$ cat src/rtl/cache_axi_bridge.sv
// Cache-to-AXI bridge: converts cache miss/uncached reads and write-backs into
// AXI read/write bursts with independent engines and a same-line RAW guard.
module cache_axi_bridge (
  input  logic         clk,
  input  logic         reset,
  input  logic         rd_req,
  input  logic [2:0]   rd_type,
  input  logic [31:0]  rd_addr,
  output logic         rd_rdy,
  output logic         ret_valid,
  output logic         ret_last,
  output logic [31:0]  ret_data,
  input  logic         wr_req,
  input  logic [2:0]   wr_type,
  input  logic [31:0]  wr_addr,
  input  logic [3:0]   wr_wstrb,
  input  logic [127:0] wr_data,
  output logic         wr_rdy,
  output logic [31:0]  araddr,
  output logic [7:0]   arlen,
  output logic         arvalid,
  input  logic         arready,
  input  logic [31:0]  rdata,
  input  logic         rlast,
  input  logic         rvalid,
  output logic         rready,
  output logic [31:0]  awaddr,
  output logic [7:0]   awlen,
  output logic         awvalid,
  input  logic         awready,
  output logic [31:0]  wdata,
  output logic [3:0]   wstrb,
  output logic         wlast,
  output logic         wvalid,
  input  logic         wready,
  input  logic         bvalid,
  output logic         bready
);

  localparam logic [2:0]  TYPE_LINE = 3'b100;
  localparam logic [7:0]  LEN_LINE  = 8'd3;
  localparam logic [7:0]  LEN_WORD  = 8'd0;
  localparam int unsigned CNT_W     = 2;

  typedef enum logic [1:0] {R_IDLE, R_AR, R_DATA} rd_state_t;
  typedef enum logic [1:0] {W_IDLE, W_AW, W_DATA, W_RESP} wr_state_t;

  rd_state_t          rd_state, rd_next;
  wr_state_t          wr_state, wr_next;
  logic [127:0]       wr_buf;
  logic [3:0]         wr_strb_q;
  logic               wr_line;
  logic [CNT_W-1:0]   wr_cnt;
  logic               hazard;

  // A read to the line currently being written back must wait for its B response.
  assign hazard = (wr_state != W_IDLE) && (rd_addr[31:4] == awaddr[31:4]);

  assign wdata = wr_buf[{wr_cnt, 5'd0} +: 32];
  assign wstrb = wr_line ? 4'hf : wr_strb_q;

  always_ff @(posedge clk) begin
    if (reset) rd_state <= R_IDLE;
    else       rd_state <= rd_next;
  end

  always_comb begin
    rd_next   = rd_state;
    rd_rdy    = 1'b0;
    arvalid   = 1'b0;
    rready    = 1'b0;
    ret_valid = 1'b0;
    ret_last  = 1'b0;
    ret_data  = rdata;
    case (rd_state)
      R_IDLE: begin
        rd_rdy = !hazard;
        if (rd_req && !hazard) rd_next = R_AR;
      end
      R_AR: begin
        arvalid = 1'b1;
        if (arready) rd_next = R_DATA;
      end
      R_DATA: begin
        rready    = 1'b1;
        ret_valid = rvalid;
        ret_last  = rvalid && rlast;
        if (rvalid && rlast) rd_next = R_IDLE;
      end
      default: rd_next = R_IDLE;
    endcase
  end

  // Read address/length captured on request acceptance.
  always_ff @(posedge clk) begin
    if (reset) begin
      araddr <= 32'd0;
      arlen  <= 8'd0;
    end else if (rd_state == R_IDLE && rd_req && !hazard) begin
      araddr <= rd_addr;
      arlen  <= (rd_type == TYPE_LINE) ? LEN_LINE : LEN_WORD;
    end
  end

  always_ff @(posedge clk) begin
    if (reset) wr_state <= W_IDLE;
    else       wr_state <= wr_next;
  end

  always_comb begin
    wr_next = wr_state;
    wr_rdy  = 1'b0;
    awvalid = 1'b0;
    wvalid  = 1'b0;
    wlast   = 1'b0;
    bready  = 1'b0;
    case (wr_state)
      W_IDLE: begin
        wr_rdy = 1'b1;
        if (wr_req) wr_next = W_AW;
      end
      W_AW: begin
        awvalid = 1'b1;
        if (awready) wr_next = W_DATA;
      end
      W_DATA: begin
        wvalid = 1'b1;
        wlast  = (8'(wr_cnt) == awlen);
        if (wready && wlast) wr_next = W_RESP;
      end
      W_RESP: begin
        bready = 1'b1;
        if (bvalid) wr_next = W_IDLE;
      end
      default: wr_next = W_IDLE;
    endcase
  end

  // Write request capture and beat counter.
  always_ff @(posedge clk) begin
    if (reset) begin
      awaddr    <= 32'd0;
      awlen     <= 8'd0;
      wr_buf    <= 128'd0;
      wr_strb_q <= 4'd0;
      wr_line   <= 1'b0;
      wr_cnt    <= CNT_W'(0);
    end else if (wr_state == W_IDLE && wr_req) begin
      awaddr    <= wr_addr;
      awlen     <= (wr_type == TYPE_LINE) ? LEN_LINE : LEN_WORD;
      wr_buf    <= wr_data;
      wr_strb_q <= wr_wstrb;
      wr_line   <= (wr_type == TYPE_LINE);
      wr_cnt    <= CNT_W'(0);
    end else if (wr_state == W_DATA && wready && !wlast) begin
      wr_cnt    <= wr_cnt + CNT_W'(1);
    end
  end

endmodule

$ cat config.mk
export PLATFORM = sky130hd
export DESIGN_NAME = cache_axi_bridge
export DESIGN_NICKNAME = d
export VERILOG_FILES = /design/src/rtl/cache_axi_bridge.sv
export SDC_FILE = /design/constraint.sdc
export NUM_CORES = 1
export LEC_CHECK = 0
export CORE_AREA = 2 2 158 160
export DETAILED_ROUTE_END_ITERATION = 8
export DIE_AREA = 0 0 160 162
export GPL_ROUTABILITY_DRIVEN = 1
export PLACE_DENSITY = 0.8
export SLEW_MARGIN = 10
export SYNTH_ARGS = -nofsm -noshare
export SYNTH_HDL_FRONTEND = slang
export SYNTH_SLANG_ARGS = --single-unit
$ cat constraint.sdc
create_clock -name clk -period 1.9 [get_ports clk]
set_input_delay 0.38 -clock clk [delete_from_list [all_inputs] [get_ports clk]]
set_output_delay 0.38 -clock clk [all_outputs]
set_load 0.05 [all_outputs]
==> summary.txt <==
Worst setup path
  • CP max-delay cell: clkdlybuf4s50_1
  • Reg2Reg Launch Point: awaddr[13]$_SDFFE_PP0P_
  • Crit Path Class: input pin to output port
  • Worst path cell trace: clkdlybuf4s50_1, xor2_1, nor4_1, buf_4, nand4_1, o21a_1, buf_6
  • Crit path launch type: input pin
  • Slowest Stage Delay on Critical Path: about 470 ps
  • Worst Path Max Fanout: 2
  • R2R depth: 10
  • Worst EP required: ~1500 ps
  • Worst path arrival time: slightly above 2000 ps
  • Reg2reg end: araddr[12]$_SDFFE_PP0P_
  • Setup crit end kind: output port
  • R2R Setup Slk: -340 ps

Detailed routing
  • Metal3 WL: ~2400 um
  • Via count: 8,133
  • WL final: roughly 28,000 um
  • First drt pass iteration count: 5
  • Max Used Layer: met4
  • Starting DRT DRC Count: around 430
  • Wirelength per Cell: between 15 and 20 um
  • Met1 wire length: 10,800 um
  • Vias per cell: ~4.9
  • Final antenna-violating net count: 0
  • WL met2: ~14,000 um
  • Drt drc: 0

Floorplan
  • DIE AREA: between 0.02 and 0.03 sq mm
  • Core region area: between 0.02 and 0.025 sq mm
  • Rows: between 50 and 60
  • Die X-Extent: between 150 and 200 um
  • Initial core utilization: 37.1%
  • Chip height: about 160 um
  • Boundary pin count: between 400 and 500

Synthesis
  • Unique cell type count in the Yosys netlist: 35
  • Cell Area, Synth: about 0.0089 sq mm
  • Post-synthesis xor/xnor area fraction: 2.84%
  • Largest family of logic cells by synthesized area: simple AND/OR/NAND/NOR gates
  • Async SR Flop Fraction: 0%
  • Sequential share of the synthesized area: around 46%
  • Compound-Gate Fraction of Synth Area: about a tenth
  • Post-Synth Adder-Cell Area: less than 1%
  • Mux cell area share after synthesis: between 10% and 20%
  • Gate Count Post-Synth: 1,039
  • Post-synthesis register bit count: between 200 and 250
  • EDFF count, synth: 0
  • Post-synthesis simple-gate area fraction: 20.8%
  • Post-synth top flop: dfxtp_1
  • Mean Syn Cell Area: 8.60 sq um
  • Synth warnings: 0

Layout
  • Syn-to-layout area delta: 51.1%
  • Design area: about 0.013 sq mm
  • Final cell count without fillers: 1,668
  • Commonest cells after routing, fill and taps aside: nand2_1, clkdlybuf4s50_1, dfxtp_1
  • Final nets: between 1,500 and 2,000
  • Commonest non-fill, non-tap cell in the layout: nand2_1
  • Final Core Density: 56.0%
  • Share of cells above drive strength 1: between 10% and 20%

Timing
  • Final Hold Fails: 0
  • Peak Freq: roughly 410 MHz
  • Relative slew slack: between 60% and 70%
  • Final worst slack: -522 ps
  • Final setup fails: 68
  • Worst-Margin Slew: 521 ps
  • Unrepaired setup endpoints after global routing: yes
  • Final Skew: 12.4 ps
  • Fin. max-slew vios: 0
  • TNS Setup: -22,530 ps
  • Ratio of final minimum period to clock period: 127%
  • Fin crit period: approximately 2400 ps

Hold path
  • Hold Startpoint: reset
  • Hold endpoint: rd_state[1]$_SDFFE_PP0P_
  • HP Class: input pin to register
  • Hold Crit Depth: 2

Outcome
  • Status: complete, but fails checks
  • Failing checks: negative setup slack

GRT
  • Number of global-route vias before repair: between 8,000 and 9,000
  • Largest net degree at the start of global routing: a little over 90
  • Total GRT Usage: roughly a fifth
  • Gr ovfl total: 0
  • First-pass GRT wire length: around 43,000 um
  • Antenna violations before repair: 2

CTS
  • CTS Sinks: 204
  • H-tree levels: 1
  • Clock buffer depth: 3
  • Clk pin slew, worst setup/hold paths: approximately 60 ps
  • Total CTS buffers: 22
  • CTS tree: built
  • Clk Latency, worst-skew pair: ~500 ps
  • Root buffer cell: clkbuf_16

Placement
  • Setup WS pre-CTS: -586 ps
  • Port Buffer Count: 325
  • Placed Area: approximately 0.012 sq mm
  • Global placement routability congestion: 0.902
  • DP Wirelength: ~20,000 um
  • Placed insts: ~1,600

Pwr
  • Peak supply drop: approximately 660 uV
  • PwrDens: about 1100 mW/mm^2
  • Leak Pwr: 5.39 nW

Flow run
  • Max cap viols: 0
-- stage by stage --
step / hold WS [ps] / power (mW)
3_3_place_gp: 438 / 11.1
5_1_grt: 177 / 16.0
6_report: 188 / 15.3
2_1_floorplan: 431 / 9.10
3_5_place_dp: 442 / 11.2
4_1_cts: 162 / 15.4
-- power breakdown --
part	switching, mW	internal (mW)	leakage, nW
sequential	0.441	5.01	1.68
clock	1.73	2.30	0.329
combinational	3.43	2.34	3.38
-- synth_stat cells, drive strengths merged, types with 5 or more instances --
library cell  number  share of area [%]
nand2            330                 14
nor4               5               0.35
a21oi            164                9.2
nor3               8               0.45
mux2i             34                3.8
inv                6               0.25
nor2               6               0.25
mux4              32                8.1
nand2b            65                4.6
nor2b              5               0.35
buf               59                5.1
dfxtp            204                 46
xor2              29                2.8
clkbuf            63                2.6
-- state kept, by name, summed over array words and instances (netlist names) --
signal     cells
araddr        32
arlen          1
wr_strb_q      4
awaddr        32
rd_state       2
wr_cnt         2
wr_state       2
awlen          1
wr_buf       128
-- layout make-up --
type,count,area (sq um)
multi-input combinational,718,4230
sequential,204,4110
inverter,6,22.5
tap,324,405
fill,2150,10600
clock inverter,8,48.8
antenna,3,7.51
timing repair buffer,374,4050
clock buffer,31,626
-- timing repair --
item / 4_1_cts / 5_1_grt
endpoints found under the setup margin: 99 / 70
setup buffers: 11 / 3
resized for setup: 78 / 13
hold buffers: 0 / 0
pin swaps: 7 / 4
cloned: 5 / 1
-- how the worst max path moves through the flow --
stage / from / to / slack (ps)
floorplan: awaddr[4]$_SDFFE_PP0P_ / rd_rdy / 2
global placement: rd_addr[25] / rd_rdy / -560
detailed placement: rd_addr[25] / araddr[0]$_SDFFE_PP0P_ / -590
CTS: awaddr[23]$_SDFFE_PP0P_ / rd_rdy / -460
global route: awaddr[18]$_SDFFE_PP0P_ / rd_rdy / -540
finish: rd_addr[10] / rd_rdy / -520
-- cell families (layout without fill, tap and decap cells) --
| family | count (synthesis) | after routing |
|---|---|---|
| and+or+nand+nor | 433 | 433 |
| DFF | 204 | 204 |
| AOI/OAI and AO/OA | 174 | 174 |
| buffers and inverters | 128 | 419 |
| muxes | 66 | 66 |
| xor gates and xnor gates | 29 | 29 |
| adders and majority gates | 4 | 4 |
| other | 1 | 15 |
-- critical path, delay by kind of cell --
family | cells | cell delay, ps
buffers and inverters | 3 | 790
AND/OR/NAND/NOR | 2 | 440
AO/OA/AOI/OAI | 1 | 230
XOR/XNOR | 1 | 190
-- metal layers --
layer,GRT usage (%),up-vias
met1,22.8,3801
met2,38.1,338
met3,6.64,43
li1,-,3951
met4,6.55,0
met5,0,-
Power figures use the tool's default switching activity.
